$ cat src/rtl/alu_issue_ctrl.sv
// Issue/capture front-end for the 16-bit combinational ALU: one operation in flight,
// opcode-dependent settle time, valid/ready command and response channels, NZCV register.
module alu_issue_ctrl #(
  parameter int WIDTH     = 16,
  parameter int LAT_BASIC = 1,
  parameter int LAT_MUL   = 2,
  parameter int LAT_DIV   = 4
) (
  input  logic             clk,
  input  logic             rst_n,
  input  logic             cmd_valid,
  output logic             cmd_ready,
  input  logic [4:0]       cmd_opcode,
  input  logic [WIDTH-1:0] cmd_x,
  input  logic [WIDTH-1:0] cmd_y,
  output logic [4:0]       alu_opcode,
  output logic [WIDTH-1:0] alu_x,
  output logic [WIDTH-1:0] alu_y,
  input  logic [WIDTH-1:0] alu_r,
  input  logic             alu_n,
  input  logic             alu_z,
  input  logic             alu_c,
  input  logic             alu_v,
  input  logic             alu_div_invalid,
  output logic             resp_valid,
  input  logic             resp_ready,
  output logic [WIDTH-1:0] resp_r,
  output logic             resp_err,
  output logic [3:0]       flags,
  input  logic             flags_clr
);

  localparam int CNT_W = 8;

  typedef enum logic [1:0] {IDLE, WAIT, RESP} state_t;

  state_t             state_q;
  logic [CNT_W-1:0]   cnt_q;
  logic [4:0]         aluOp_q;
  logic [WIDTH-1:0]   aluX_q;
  logic [WIDTH-1:0]   aluY_q;
  logic [WIDTH-1:0]   respR_q;
  logic               respErr_q;
  logic [3:0]         flags_q;

  logic [CNT_W-1:0]   cmdLat_d;
  logic [WIDTH-1:0]   respR_d;
  logic               respErr_d;
  logic               flagsUpd_d;

  function automatic logic opDefined(input logic [4:0] op);
    return op inside {[5'd0:5'd14], [5'd24:5'd27]};
  endfunction

  // Undefined opcodes still spend one WAIT cycle so their response appears after edge t+1.
  always_comb begin
    cmdLat_d = CNT_W'(LAT_BASIC);
    if (!opDefined(cmd_opcode))
      cmdLat_d = CNT_W'(1);
    else if (cmd_opcode == 5'b00011 || cmd_opcode == 5'b00100)
      cmdLat_d = CNT_W'(LAT_MUL);
    else if (cmd_opcode == 5'b01101 || cmd_opcode == 5'b01110)
      cmdLat_d = CNT_W'(LAT_DIV);
  end

  always_comb begin
    respR_d    = alu_r;
    respErr_d  = 1'b0;
    flagsUpd_d = 1'b1;
    if (!opDefined(aluOp_q)) begin
      respR_d    = '0;
      respErr_d  = 1'b1;
      flagsUpd_d = 1'b0;
    end else if (aluOp_q == 5'b00101) begin
      respR_d = '0;
    end else if ((aluOp_q == 5'b01101 || aluOp_q == 5'b01110) && alu_div_invalid) begin
      respErr_d  = 1'b1;
      flagsUpd_d = 1'b0;
    end
  end

  // A capture on the same edge as flags_clr takes priority over the clear.
  always_ff @(posedge clk or negedge rst_n) begin
    if (!rst_n) begin
      state_q   <= IDLE;
      cnt_q     <= '0;
      aluOp_q   <= '0;
      aluX_q    <= '0;
      aluY_q    <= '0;
      respR_q   <= '0;
      respErr_q <= 1'b0;
      flags_q   <= '0;
    end else begin
      if (flags_clr)
        flags_q <= '0;
      unique case (state_q)
        IDLE: begin
          if (cmd_valid) begin
            aluOp_q <= cmd_opcode;
            aluX_q  <= cmd_x;
            aluY_q  <= cmd_y;
            cnt_q   <= cmdLat_d;
            state_q <= WAIT;
          end
        end
        WAIT: begin
          if (cnt_q <= CNT_W'(1)) begin
            cnt_q     <= '0;
            respR_q   <= respR_d;
            respErr_q <= respErr_d;
            if (flagsUpd_d)
              flags_q <= {alu_n, alu_z, alu_c, alu_v};
            state_q   <= RESP;
          end else begin
            cnt_q <= cnt_q - CNT_W'(1);
          end
        end
        RESP: begin
          if (resp_ready)
            state_q <= IDLE;
        end
        default: state_q <= IDLE;
      endcase
    end
  end

  assign cmd_ready  = (state_q == IDLE);
  assign resp_valid = (state_q == RESP);
  assign alu_opcode = aluOp_q;
  assign alu_x      = aluX_q;
  assign alu_y      = aluY_q;
  assign resp_r     = respR_q;
  assign resp_err   = respErr_q;
  assign flags      = flags_q;

endmodule

$ cat config.mk
export PLATFORM = sky130hd
export DESIGN_NAME = alu_issue_ctrl
export DESIGN_NICKNAME = d
export VERILOG_FILES = /design/src/rtl/alu_issue_ctrl.sv
export SDC_FILE = /design/constraint.sdc
export NUM_CORES = 1
export LEC_CHECK = 0
export ABC_AREA = 1
export CAP_MARGIN = 20
export CORE_MARGIN = 8
export CORE_UTILIZATION = 48
export CTS_BUF_LIST = sky130_fd_sc_hd__clkbuf_2
export CTS_CLUSTER_SIZE = 14
export DETAILED_ROUTE_END_ITERATION = 10
export GPL_ROUTABILITY_DRIVEN = 1
export PLACE_DENSITY_LB_ADDON = 0.25
export SYNTH_ARGS = -nofsm -noshare
export SYNTH_HDL_FRONTEND = slang
export SYNTH_SLANG_ARGS = --single-unit
export TNS_END_PERCENT = 5
$ cat constraint.sdc
create_clock -name clk -period 3.32 [get_ports clk]
set_clock_uncertainty 0.15 [all_clocks]
set_input_delay 0.498 -clock clk [delete_from_list [all_inputs] [get_ports clk]]
set_output_delay 0.498 -clock clk [all_outputs]
set_load 0.02 [all_outputs]
==> summary.txt, run 1 <==
STA
  • Setup WS post-layout: 0.892 ns
  • Worst-margin pin slew: 0.851 ns
  • Number of slew-limit violations in the final report: 0
  • Tightest slew margin relative to the limit: 43.3%
  • Setup total negative slack: 0 ns
  • Fmax: 412 MHz
  • Shortest clock period the worst path allows after layout: 2.43 ns
  • Crit share post-route: 73.1%
  • Setup Viol. Count Final: 0
  • Endpoints failing hold: 0
  • Unrepaired setup endpoints after global routing: no

Cells and area
  • Multi-input gate area in the final layout: 1140 um2
  • Reg area: 1700 um2
  • Number of fill cells: 482
  • Final-stage net count: 560
  • Signed area change from the synthesized netlist to the final layout: 47.4%
  • Diode count: 0
  • Fraction of final layout cells with drive strength greater than 1: 7.00%

Power
  • Power per cell area: 986 nW/um2
  • Leakage power summed over all cells: 2.21 nW
  • Worst vdd ir: 0.627 mV

Clock network
  • Clock tree root driver cell: sky130_fd_sc_hd__clkbuf_2
  • TritonCTS Buffers: 9
  • Deepest level of the CTS H-tree: 3
  • Post-cts sizing count: 0
  • Maximum clock insertion buffer count: 2
  • Clk pin slew, worst setup/hold paths: 0.18 ns
  • Skew-Pair Late Insertion Delay: 0.47 ns
  • Number of clock sinks: 68
  • TritonCTS clock tree: yes
  • Hold buffer count at cts: 0
  • Buffers inserted during post-CTS setup optimization: 0

Floorplan
  • # rows: 29
  • Die Span Y: 95.2 um
  • Core outline area: 6200 um2
  • Number of top-level pins: 123
  • Initial Util: 48.5%
  • Area of the die: 9060 um2
  • Horizontal die dimension: 95.2 um

Route
  • Count of unresolved DRC violations after routing: 0
  • Post-detailed-route wirelength per cell: 14.1 um
  • DRT Pass-1 Iters: 5
  • Violation count after the first detailed-routing iteration: 119
  • Drt via density: 4.75
  • Drt total wl: 8150 um
  • Routed vias: 2742
  • Antenna-violating nets left: 0

Worst setup path
  • Critical path startpoint category: register
  • Type of destination of the critical path: primary output
  • Critical path peak fanout: 4
  • Required @ worst endpoint: 2.67 ns
  • Startpoint-to-endpoint class of the critical path: register to primary output
  • Data arrival at the endpoint of the critical path: 1.78 ns

Synth
  • Synthesized netlist cell count: 371
  • Number of synthesized register bits: 68
  • Cell area after synthesis: 3010 um2
  • Number of unique standard cell types used by synthesis: 23
  • Number of warning messages in the yosys log: 0
  • Per-instance average area after synthesis: 8.11 um2
  • Net Count, Synth: 436
  • Seq/Total Area, Yosys: 56.6%

Place
  • Sum of net half-perimeters after detailed placement: 5990 um
  • Pre-CTS setup slack: 1.13 ns
  • Count of input and output buffers: 122
  • Final weighted congestion of routability-driven global placement: 0.814

Status
  • Status: finished clean

Global route
  • Vias in the first global route: 2790
  • Global-route congestion overflow total: 0
  • Pin count of the biggest net entering global routing: 69
  • GRT Resource Usage Total: 18.3%
  • Initial antenna violation count: 0
  • Global-route wire length before repair: 13000 um

Run
  • Max-cap violations: 0

Min path
  • Hold Path Class: primary input to async pin
[logic make-up (layout without fill, tap and decap cells)]
kind of cell / after synthesis / count (layout) / share of synthesized area (%)
flops: 68 / 68 / 56.6
xor+xnor: 3 / 3 / 0.874
simple gates: 244 / 244 / 33.4
fa+ha+maj: 2 / 2 / 0.832
buf+inv: 37 / 166 / 5.37
compound gates: 17 / 17 / 2.95
[final cells by class]
type,instances,area share [%]
clock buffers,10,1.13
flip-flops and latches,68,38.4
multi-input cells,266,25.8
clock inverters,6,2.51
well taps,77,2.17
inverters,26,2.20
repair buffers,124,27.8
[cells in the mapped netlist]
cell	number	area share [%]
sky130_fd_sc_hd__a21oi_1	2	0.33
sky130_fd_sc_hd__a31oi_1	1	0.21
sky130_fd_sc_hd__buf_2	6	1.0
sky130_fd_sc_hd__buf_6	2	0.75
sky130_fd_sc_hd__clkbuf_1	3	0.37
sky130_fd_sc_hd__dfrtp_1	68	57
sky130_fd_sc_hd__ha_1	2	0.83
sky130_fd_sc_hd__inv_1	17	2.1
sky130_fd_sc_hd__inv_2	9	1.1
sky130_fd_sc_hd__nand2_1	181	23
sky130_fd_sc_hd__nand2_2	2	0.42
sky130_fd_sc_hd__nand3_1	31	5.2
sky130_fd_sc_hd__nand3_4	1	0.58
sky130_fd_sc_hd__nand3b_1	1	0.25
sky130_fd_sc_hd__nand4_1	2	0.42
sky130_fd_sc_hd__nor2_1	21	2.6
sky130_fd_sc_hd__nor2_2	2	0.42
sky130_fd_sc_hd__nor2_4	2	0.75
sky130_fd_sc_hd__o21ai_0	10	1.7
sky130_fd_sc_hd__o21ai_1	3	0.50
sky130_fd_sc_hd__o31ai_1	1	0.25
sky130_fd_sc_hd__or2_0	1	0.21
sky130_fd_sc_hd__xor2_1	3	0.87
[per-stage QoR]
step | total power (W) | hold WS [ns] | cells | area [um2] | utilization, %
final | 0.00437 | 0.0291 | 577 | 4430 | 71.4
after detailed placement | 0.00378 | 0.314 | 561 | 4270 | 68.8
after global placement | 0.00371 | 0.311 | 561 | 4270 | 68.8
after global routing | 0.00470 | 0.0512 | 577 | 4430 | 71.4
after CTS | 0.00442 | 0.0204 | 577 | 4430 | 71.4
after floorplan | 0.00277 | 0.0524 | 371 | 3010 | -
[path summary, 6_finish.rpt]
check                                  startpoint                    to  slack, ns  cells after the start
setup / recovery           state_q[0]$_DFFE_PN0P_             cmd_ready       0.89                      2
hold / removal                              rst_n    flags[1]$_DFF_PN0_       0.03                      2
setup reg to reg             cnt_q[0]$_DFFE_PN0P_    flags[0]$_DFF_PN0_       1.16                      8
hold reg to reg              alu_x[6]$_DFFE_PN0P_  alu_x[6]$_DFFE_PN0P_       0.35                      2
max in group asynchronous                   rst_n  resp_err$_DFFE_PN0P_       2.43                      2
min in group clk             alu_x[6]$_DFFE_PN0P_  alu_x[6]$_DFFE_PN0P_       0.35                      2
[registers in the layout (all words and copies together) (netlist names)]
register / count
alu_opcode: 5
resp_r: 16
resp_err: 1
flags: 4
cnt_q: 8
alu_y: 16
state_q: 2
alu_x: 16
[cell usage in the layout (no fill, tap or decap), types with 2 or more instances in the layout]
cell type / instances
sky130_fd_sc_hd__nand2_1: 181
sky130_fd_sc_hd__clkdlybuf4s50_1: 121
sky130_fd_sc_hd__dfrtp_1: 68
sky130_fd_sc_hd__nand3_1: 31
sky130_fd_sc_hd__nor2_1: 21
sky130_fd_sc_hd__inv_1: 17
sky130_fd_sc_hd__o21ai_0: 10
sky130_fd_sc_hd__clkbuf_2: 10
sky130_fd_sc_hd__inv_2: 9
sky130_fd_sc_hd__o21ai_1: 3
sky130_fd_sc_hd__xor2_1: 3
sky130_fd_sc_hd__bufinv_16: 3
sky130_fd_sc_hd__nand2_2: 2
sky130_fd_sc_hd__nand4_1: 2
sky130_fd_sc_hd__nor2_2: 2
sky130_fd_sc_hd__nor2_4: 2
sky130_fd_sc_hd__a21oi_1: 2
sky130_fd_sc_hd__ha_1: 2
sky130_fd_sc_hd__buf_4: 2
[power breakdown]
| part | leakage (nW) | switching [W] | total (W) | internal, W |
|---|---|---|---|---|
| clock network | 0.0925 | 0.000296 | 0.000625 | 0.000329 |
| registers | 0.857 | 0.000238 | 0.00144 | 0.00120 |
| logic | 1.26 | 0.00134 | 0.00231 | 0.000970 |
[metal layers]
metal / global-route usage, % / routed length [um] / vias up
met5: 0 / 0 / -
met4: 6.63 / 71 / 0
met3: 8.35 / 941 / 6
met2: 28.7 / 3710 / 99
met1: 21.6 / 3430 / 1240
li1: - / - / 1397
[worst max-delay path, stage by stage, from the launching register on]
cell and delay [ns]:
sky130_fd_sc_hd__dfrtp_1 0.45, sky130_fd_sc_hd__nor2_1 0.20, sky130_fd_sc_hd__clkdlybuf4s50_1 0.66
No activity file was read; power rests on OpenSTA's default activity.
==> inputs of run 2 (changes only) <==
- CORE_UTILIZATION: 48 -> 40
- clock period: 3.32 -> 2.1 ns (I/O delays scaled with it)
==> run 2 against run 1 <==
  * Sequential share of layout area down 0.83 points
  * Utilization down 9.0 points
  * Sequential power up 58%
  * Setup slack worse by 0.77 ns
  * Sequential cell count unchanged
  * Global-route usage down 2.2 points
  * Critical endpoint is now resp_r[1]
  * Highest routed layer unchanged
==> summary.txt, run 2 (same netlist as run 1, synthesis figures left out) <==
Status
  • Status: finished clean (unchanged)

Power
  • Part of the power in the clock network: 15.8% (was 14.3%)
  • Cell internal power dissipation: 0.00406 W (was 0.00250 W)
  • Power spent charging and discharging nets: 0.00296 W (was 0.00187 W)
  • Leakage power summed over all cells: 2.31 nW (was 2.21 nW)
  • Share of total power consumed by net switching: 42.1% (was 42.8%)
  • Worst vdd ir: 0.778 mV (was 0.627 mV)
  • Fraction of power consumed by combinational cells: 51.9% (was 52.8%)
  • Power per cell area: 1550 nW/um2 (was 986 nW/um2)
  • Sequential fraction of design power: 32.3% (was 32.9%)

Place
  • Sum of net half-perimeters after detailed placement: 6170 um (was 5990 um)
  • Count of input and output buffers: 122 (unchanged)
  • Placed Instance Area: 4330 um2 (was 4270 um2)
  • Pre-CTS setup slack: 0.227 ns (was 1.13 ns)
  • Final weighted congestion of routability-driven global placement: 0.824 (was 0.814)

STA
  • Number of slew-limit violations in the final report: 0 (unchanged)
  • Endpoints failing hold: 0 (unchanged)
  • Tightest slew margin relative to the limit: 60.0% (was 43.3%)
  • Fmax: 507 MHz
  • Setup total negative slack: 0 ns (unchanged)
  • Worst-margin pin slew: 0.599 ns (was 0.851 ns)
  • Shortest clock period the worst path allows after layout: 1.97 ns
  • Setup Viol. Count Final: 0 (unchanged)
  • Crit share post-route: 94.0%
  • Setup WS post-layout: 0.127 ns (was 0.892 ns)

Worst setup path
  • Series of cell instances along the critical path: clkdlybuf4s50_1 (was nor2_1 > clkdlybuf4s50_1)
  • Critical path startpoint category: register (unchanged)
  • Depth of the worst register-to-register path: 8 (unchanged)
  • Crit-path slowest cell: sky130_fd_sc_hd__clkdlybuf4s50_1 (unchanged)
  • Critical path peak fanout: 2 (was 4)
  • Required @ worst endpoint: 1.63 ns (was 2.67 ns)
  • Maximum single-stage delay on the critical path: 0.63 ns (was 0.66 ns)
  • Startpoint-to-endpoint class of the critical path: register to primary output (unchanged)
  • Reg-to-reg critical path startpoint: cnt_q[0]$_DFFE_PN0P_ (unchanged)
  • Type of destination of the critical path: primary output (unchanged)
  • Sum of buffers and inverters on the critical path: 1 (unchanged)
  • Dominant delay contributor by cell family on the critical path: buffers and inverters (unchanged)
  • Critical R2R Capture: resp_r[5]$_DFFE_PN0P_ (was flags[0]$_DFF_PN0_)
  • Slack of the worst reg-to-reg path: 0.18 ns (was 1.16 ns)
  • Data arrival at the endpoint of the critical path: 1.51 ns (was 1.78 ns)

Clock network
  • Buffers inserted during post-CTS setup optimization: 0 (unchanged)
  • TritonCTS Buffers: 9 (unchanged)
  • Clock tree root driver cell: sky130_fd_sc_hd__clkbuf_2 (unchanged)
  • Maximum clock insertion buffer count: 2 (unchanged)
  • Number of clock sinks: 68 (unchanged)
  • Deepest level of the CTS H-tree: 3 (unchanged)
  • Clk pin slew, worst setup/hold paths: 0.21 ns (was 0.18 ns)
  • Skew-Pair Late Insertion Delay: 0.48 ns (was 0.47 ns)
  • TritonCTS clock tree: yes (unchanged)

Route
  • DRT Pass-1 Iters: 5 (unchanged)
  • Routed vias: 2815 (was 2742)
  • Post-detailed-route wirelength per cell: 14.0 um (was 14.1 um)
  • Count of unresolved DRC violations after routing: 0 (unchanged)
  • Antenna-violating nets left: 0 (unchanged)
  • Violation count after the first detailed-routing iteration: 113 (was 119)
  • Drt total wl: 8420 um (was 8150 um)
  • Drt via density: 4.68 (was 4.75)

Global route
  • GRT Resource Usage Total: 16.1% (was 18.3%)
  • Vias in the first global route: 2834 (was 2790)
  • Global-route congestion overflow total: 0 (unchanged)
  • Global-route wire length before repair: 13300 um (was 13000 um)
  • Pin count of the biggest net entering global routing: 69 (unchanged)
  • Initial antenna violation count: 0 (unchanged)

Min path
  • Worst hold path cell count: 3
  • Hold path start: cmd_y[6]
  • Hold Path Class: primary input to register (was primary input to async pin)
  • Hold Crit Endpoint: alu_y[6]$_DFFE_PN0P_

Floorplan
  • Die Span Y: 103 um (was 95.2 um)
  • # rows: 31 (was 29)
  • Initial Util: 41.5% (was 48.5%)
  • Horizontal die dimension: 103 um (was 95.2 um)
  • Area of the die: 10600 um2 (was 9060 um2)
  • Number of top-level pins: 123 (unchanged)
  • Core outline area: 7250 um2 (was 6200 um2)

Cells and area
  • Multi-input gate area in the final layout: 1140 um2 (unchanged)
  • Most used cells in the layout excluding fill and tap cells: sky130_fd_sc_hd__nand2_1, sky130_fd_sc_hd__clkdlybuf4s50_1, sky130_fd_sc_hd__dfrtp_1, sky130_fd_sc_hd__nand3_1, sky130_fd_sc_hd__nor2_1 (unchanged)
  • Number of fill cells: 648 (was 482)
  • Total non-filler cell area in the finished layout: 4530 um2 (was 4430 um2)
  • Leading cell type in the layout, fill and taps excluded: sky130_fd_sc_hd__nand2_1 (unchanged)
  • Fraction of final layout cells with drive strength greater than 1: 7.17% (was 7.00%)
  • Signed area change from the synthesized netlist to the final layout: 50.6% (was 47.4%)
  • Post-route core utilization: 62.5% (was 71.4%)
  • Reg area: 1700 um2 (unchanged)
  • Final-stage net count: 563 (was 560)
  • Diode count: 0 (unchanged)

Run
  • Max-cap violations: 0 (unchanged)
==> run 2: cell count changes in the layout (fill, tap and decap cells not counted) <==
cell,previous run,this run
sky130_fd_sc_hd__clkdlybuf4s50_1,121,113
sky130_fd_sc_hd__dlymetal6s2s_1,0,6
sky130_fd_sc_hd__dlygate4sd2_1,0,2
sky130_fd_sc_hd__buf_12,0,1
sky130_fd_sc_hd__buf_4,2,3
sky130_fd_sc_hd__bufinv_16,3,4
sky130_fd_sc_hd__clkbuf_2,10,9
sky130_fd_sc_hd__clkinv_2,1,0
sky130_fd_sc_hd__dlygate4sd3_1,0,1
==> run 2: power by group through the flow <==
stage	clock network [W]	logic, W	registers, W
6_report	0.00111	0.00364	0.00227
5_1_grt	0.00120	0.00400	0.00234
4_1_cts	0.00114	0.00370	0.00227
3_5_place_dp	0	0.00371	0.00229
3_3_place_gp	0	0.00363	0.00227
2_1_floorplan	0	0.00150	0.00288
==> run 2: metal layers <==
metal	GRT usage, %	vias to the layer above	wire [um]
met5	0	-	0
met4	5.87	0	158
met3	9.05	13	1110
met2	24.5	127	3640
met1	18.6	1282	3510
li1	-	1393	-
==> run 2: area by class of cell <==
| class | count | share of cell area (%) |
|---|---|---|
| timing repair buffer | 127 | 28.3 |
| tap | 99 | 2.73 |
| sequential | 68 | 37.6 |
| inverter | 26 | 2.15 |
| multi-input combinational | 266 | 25.3 |
| clock buffer | 9 | 0.994 |
| clock inverter | 6 | 3.01 |
==> run 2: worst max-delay path by stage <==
stage                              start                endpoint  cells after the start
6_report           resp_r[1]$_DFFE_PN0P_               resp_r[1]                      1
2_1_floorplan       cnt_q[0]$_DFFE_PN0P_      flags[0]$_DFF_PN0_                      9
3_5_place_dp        cnt_q[0]$_DFFE_PN0P_  resp_r[11]$_DFFE_PN0P_                      8
5_1_grt             cnt_q[0]$_DFFE_PN0P_   resp_r[5]$_DFFE_PN0P_                      8
3_3_place_gp        cnt_q[0]$_DFFE_PN0P_      flags[1]$_DFF_PN0_                      8
4_1_cts        alu_opcode[2]$_DFFE_PN0P_           alu_opcode[2]                      1
==> run 2: stage by stage <==
stage | power (W) | hold WS (ns) | cells
global route | 0.00754 | 0.110 | 601
CTS | 0.00711 | 0.144 | 601
finish | 0.00701 | 0.175 | 601
global placement | 0.00590 | 0.216 | 585
detailed placement | 0.00600 | 0.218 | 585
floorplan | 0.00437 | -0.131 | 371
==> run 2: repair_timing <==
action,4_1_cts,5_1_grt
resized for setup,2,6
setup endpoints to repair,2,6
hold endpoints to repair,68,0
hold buffers,1,0
==> inputs of run 3 (changes only) <==
--- a/constraint.sdc
+++ b/constraint.sdc
@@ -4,2 +4,2 @@
 set_output_delay 0.315 -clock clk [all_outputs]
-set_load 0.02 [all_outputs]
+set_load 0.01 [all_outputs]
==> run 3 against run 2 <==
  * Wire length rose by 1.3%
  * Setup slack got worse by 0.022 ns
  * Critical path depth did not move
  * Cell count rose by 0.50%
  * Via count rose by 0.57%
  * First-iteration DRC count rose by 1.8%
  * Fmax fell by 1.1%
  * Register-to-register slack got worse by 0.06 ns
  * Utilization fell by 0.95 points
  * Largest power group unchanged
  * Highest routed layer unchanged
==> summary.txt, run 3 (same netlist as run 1, synthesis figures left out) <==
Status
  • Status: finished clean (unchanged)

STA
  • Fmax: 501 MHz (was 507 MHz)
  • Setup total negative slack: 0 ns (unchanged)
  • Tightest slew margin relative to the limit: 57.7% (was 60.0%)
  • Setup WS post-layout: 0.105 ns (was 0.127 ns)
  • Unrepaired setup endpoints after global routing: no
  • Crit share post-route: 95.0% (was 94.0%)
  • Worst-margin pin slew: 0.633 ns (was 0.599 ns)
  • Shortest clock period the worst path allows after layout: 1.99 ns (was 1.97 ns)
  • Setup Viol. Count Final: 0 (unchanged)
  • Number of slew-limit violations in the final report: 0 (unchanged)
  • Endpoints failing hold: 0 (unchanged)

Clock network
  • Skew-Pair Late Insertion Delay: 0.48 ns (about the same)
  • Maximum clock insertion buffer count: 2 (unchanged)
  • Clk pin slew, worst setup/hold paths: 0.21 ns (about the same)
  • TritonCTS Buffers: 9 (unchanged)
  • Clock tree root driver cell: sky130_fd_sc_hd__clkbuf_2 (unchanged)
  • Deepest level of the CTS H-tree: 3 (unchanged)
  • TritonCTS clock tree: yes (unchanged)
  • Number of clock sinks: 68 (unchanged)

Place
  • Final weighted congestion of routability-driven global placement: 0.842 (was 0.824)
  • Sum of net half-perimeters after detailed placement: 6320 um (was 6170 um)
  • Count of input and output buffers: 122 (unchanged)
  • Pre-CTS setup slack: 0.211 ns (was 0.227 ns)

Floorplan
  • Area of the die: 10600 um2 (unchanged)
  • Die Span Y: 103 um (unchanged)
  • Horizontal die dimension: 103 um (unchanged)
  • Number of top-level pins: 123 (unchanged)
  • # rows: 31 (unchanged)
  • Core outline area: 7250 um2 (unchanged)
  • Initial Util: 41.5% (unchanged)

Route
  • Post-detailed-route wirelength per cell: 14.1 um (was 14.0 um)
  • Drt via density: 4.69 (was 4.68)
  • Routed vias: 2831 (was 2815)
  • Antenna-violating nets left: 0 (unchanged)
  • Drt total wl: 8520 um (was 8420 um)
  • Violation count after the first detailed-routing iteration: 115 (was 113)
  • DRT Pass-1 Iters: 4 (was 5)
  • Count of unresolved DRC violations after routing: 0 (unchanged)

Worst setup path
  • Required @ worst endpoint: 1.63 ns (about the same)
  • Sum of buffers and inverters on the critical path: 1 (unchanged)
  • Startpoint-to-endpoint class of the critical path: register to primary output (unchanged)
  • Data arrival at the endpoint of the critical path: 1.53 ns (was 1.51 ns)
  • Critical path startpoint category: register (unchanged)
  • Series of cell instances along the critical path: clkdlybuf4s50_1 (unchanged)
  • Crit-path slowest cell: sky130_fd_sc_hd__clkdlybuf4s50_1 (unchanged)
  • Type of destination of the critical path: primary output (unchanged)
  • Maximum single-stage delay on the critical path: 0.59 ns (was 0.63 ns)
  • Critical path peak fanout: 5 (was 2)
  • Dominant delay contributor by cell family on the critical path: buffers and inverters (unchanged)

Global route
  • Global-route wire length before repair: 13500 um (was 13300 um)
  • Pin count of the biggest net entering global routing: 41 (was 69)
  • Initial antenna violation count: 0 (unchanged)
  • Global-route congestion overflow total: 0 (unchanged)
  • Vias in the first global route: 2793 (was 2834)
  • GRT Resource Usage Total: 16.4% (was 16.1%)

Power
  • Power per cell area: 1410 nW/um2 (was 1550 nW/um2)
  • Worst vdd ir: 0.717 mV (was 0.778 mV)
  • Leakage power summed over all cells: 2.21 nW (was 2.31 nW)

Cells and area
  • Most used cells in the layout excluding fill and tap cells: sky130_fd_sc_hd__nand2_1, sky130_fd_sc_hd__clkdlybuf4s50_1, sky130_fd_sc_hd__dfrtp_1, sky130_fd_sc_hd__nand3_1, sky130_fd_sc_hd__nor2_1 (unchanged)
  • Signed area change from the synthesized netlist to the final layout: 48.3% (was 50.6%)
  • Leading cell type in the layout, fill and taps excluded: sky130_fd_sc_hd__nand2_1 (unchanged)
  • Diode count: 0 (unchanged)
  • Fraction of final layout cells with drive strength greater than 1: 7.72% (was 7.17%)
  • Final-stage net count: 565 (was 563)

Min path
  • Hold Path Class: primary input to async pin (was primary input to register)

Run
  • Max-cap violations: 0 (unchanged)
-- run 3: changes by cell type in the layout (fill, tap and decap cells not counted), sizes merged --
cell and change:
clkbuf +1, nor2 +1, clkdlybuf4s50 +6, clkinvlp +1, buf +1, clkinv +2
dlymetal6s2s -6, bufinv -3
-- run 3: path summary, 6_finish.rpt --
path / start / end / slack, ns / depth (start not counted)
setup / recovery: alu_opcode[3]$_DFFE_PN0P_ / alu_opcode[3] / 0.11 / 1
hold / removal: rst_n / alu_y[10]$_DFFE_PN0P_ / 0.11 / 2
setup reg to reg: cnt_q[0]$_DFFE_PN0P_ / resp_r[0]$_DFFE_PN0P_ / 0.12 / 8
hold reg to reg: alu_x[11]$_DFFE_PN0P_ / alu_x[11]$_DFFE_PN0P_ / 0.35 / 2
max in group asynchronous: rst_n / alu_x[5]$_DFFE_PN0P_ / 0.97 / 3
min in group clk: cmd_y[14] / alu_y[14]$_DFFE_PN0P_ / 0.17 / 3
-- run 3: per-stage QoR --
stage          utilization, %  cells  power (W)  area (um2)  hold slack [ns]
2_1_floorplan               -    371    0.00398        3010           -0.131
3_3_place_gp             59.8    586    0.00551        4330            0.110
3_5_place_dp             59.8    586    0.00559        4330            0.111
4_1_cts                  61.4    603    0.00636        4460           0.0777
5_1_grt                  61.5    604    0.00685        4460           0.0831
6_report                 61.5    604    0.00631        4460            0.105
-- run 3: where the power goes --
group / internal, W / switching, W
combinational: 0.00155 / 0.00173
sequential: 0.00190 / 0.000375
clock: 0.000280 / 0.000487
total: 0.00372 / 0.00259
-- run 3: cell type report --
cell class	count	area [um2]
clock buffers	10	50.0
clock inverters	6	63.8
fillers	640	2790
inverters	26	97.6
multi-input cells	267	1150
flip-flops and latches	68	1700
well taps	99	124
repair buffers	128	1270
-- run 3: timing repair --
item / in CTS / in global routing
setup buffers: 0 / 0
hold buffers: 1 / 0
pin swaps: 0 / 1
gates resized for setup: 2 / 0
setup endpoints to repair: 2 / 3
gates cloned: 0 / 1
hold endpoints to repair: 45 / 0
-- run 3: layer usage --
| layer | part of all wire (%) | GRT usage (%) | up-vias |
|---|---|---|---|
| met4 | 1.3 | 6.55 | 0 |
| li1 | - | - | 1410 |
| met1 | 42 | 19.7 | 1292 |
| met2 | 44 | 24.8 | 117 |
| met5 | 0 | 0 | - |
| met3 | 13 | 7.49 | 12 |
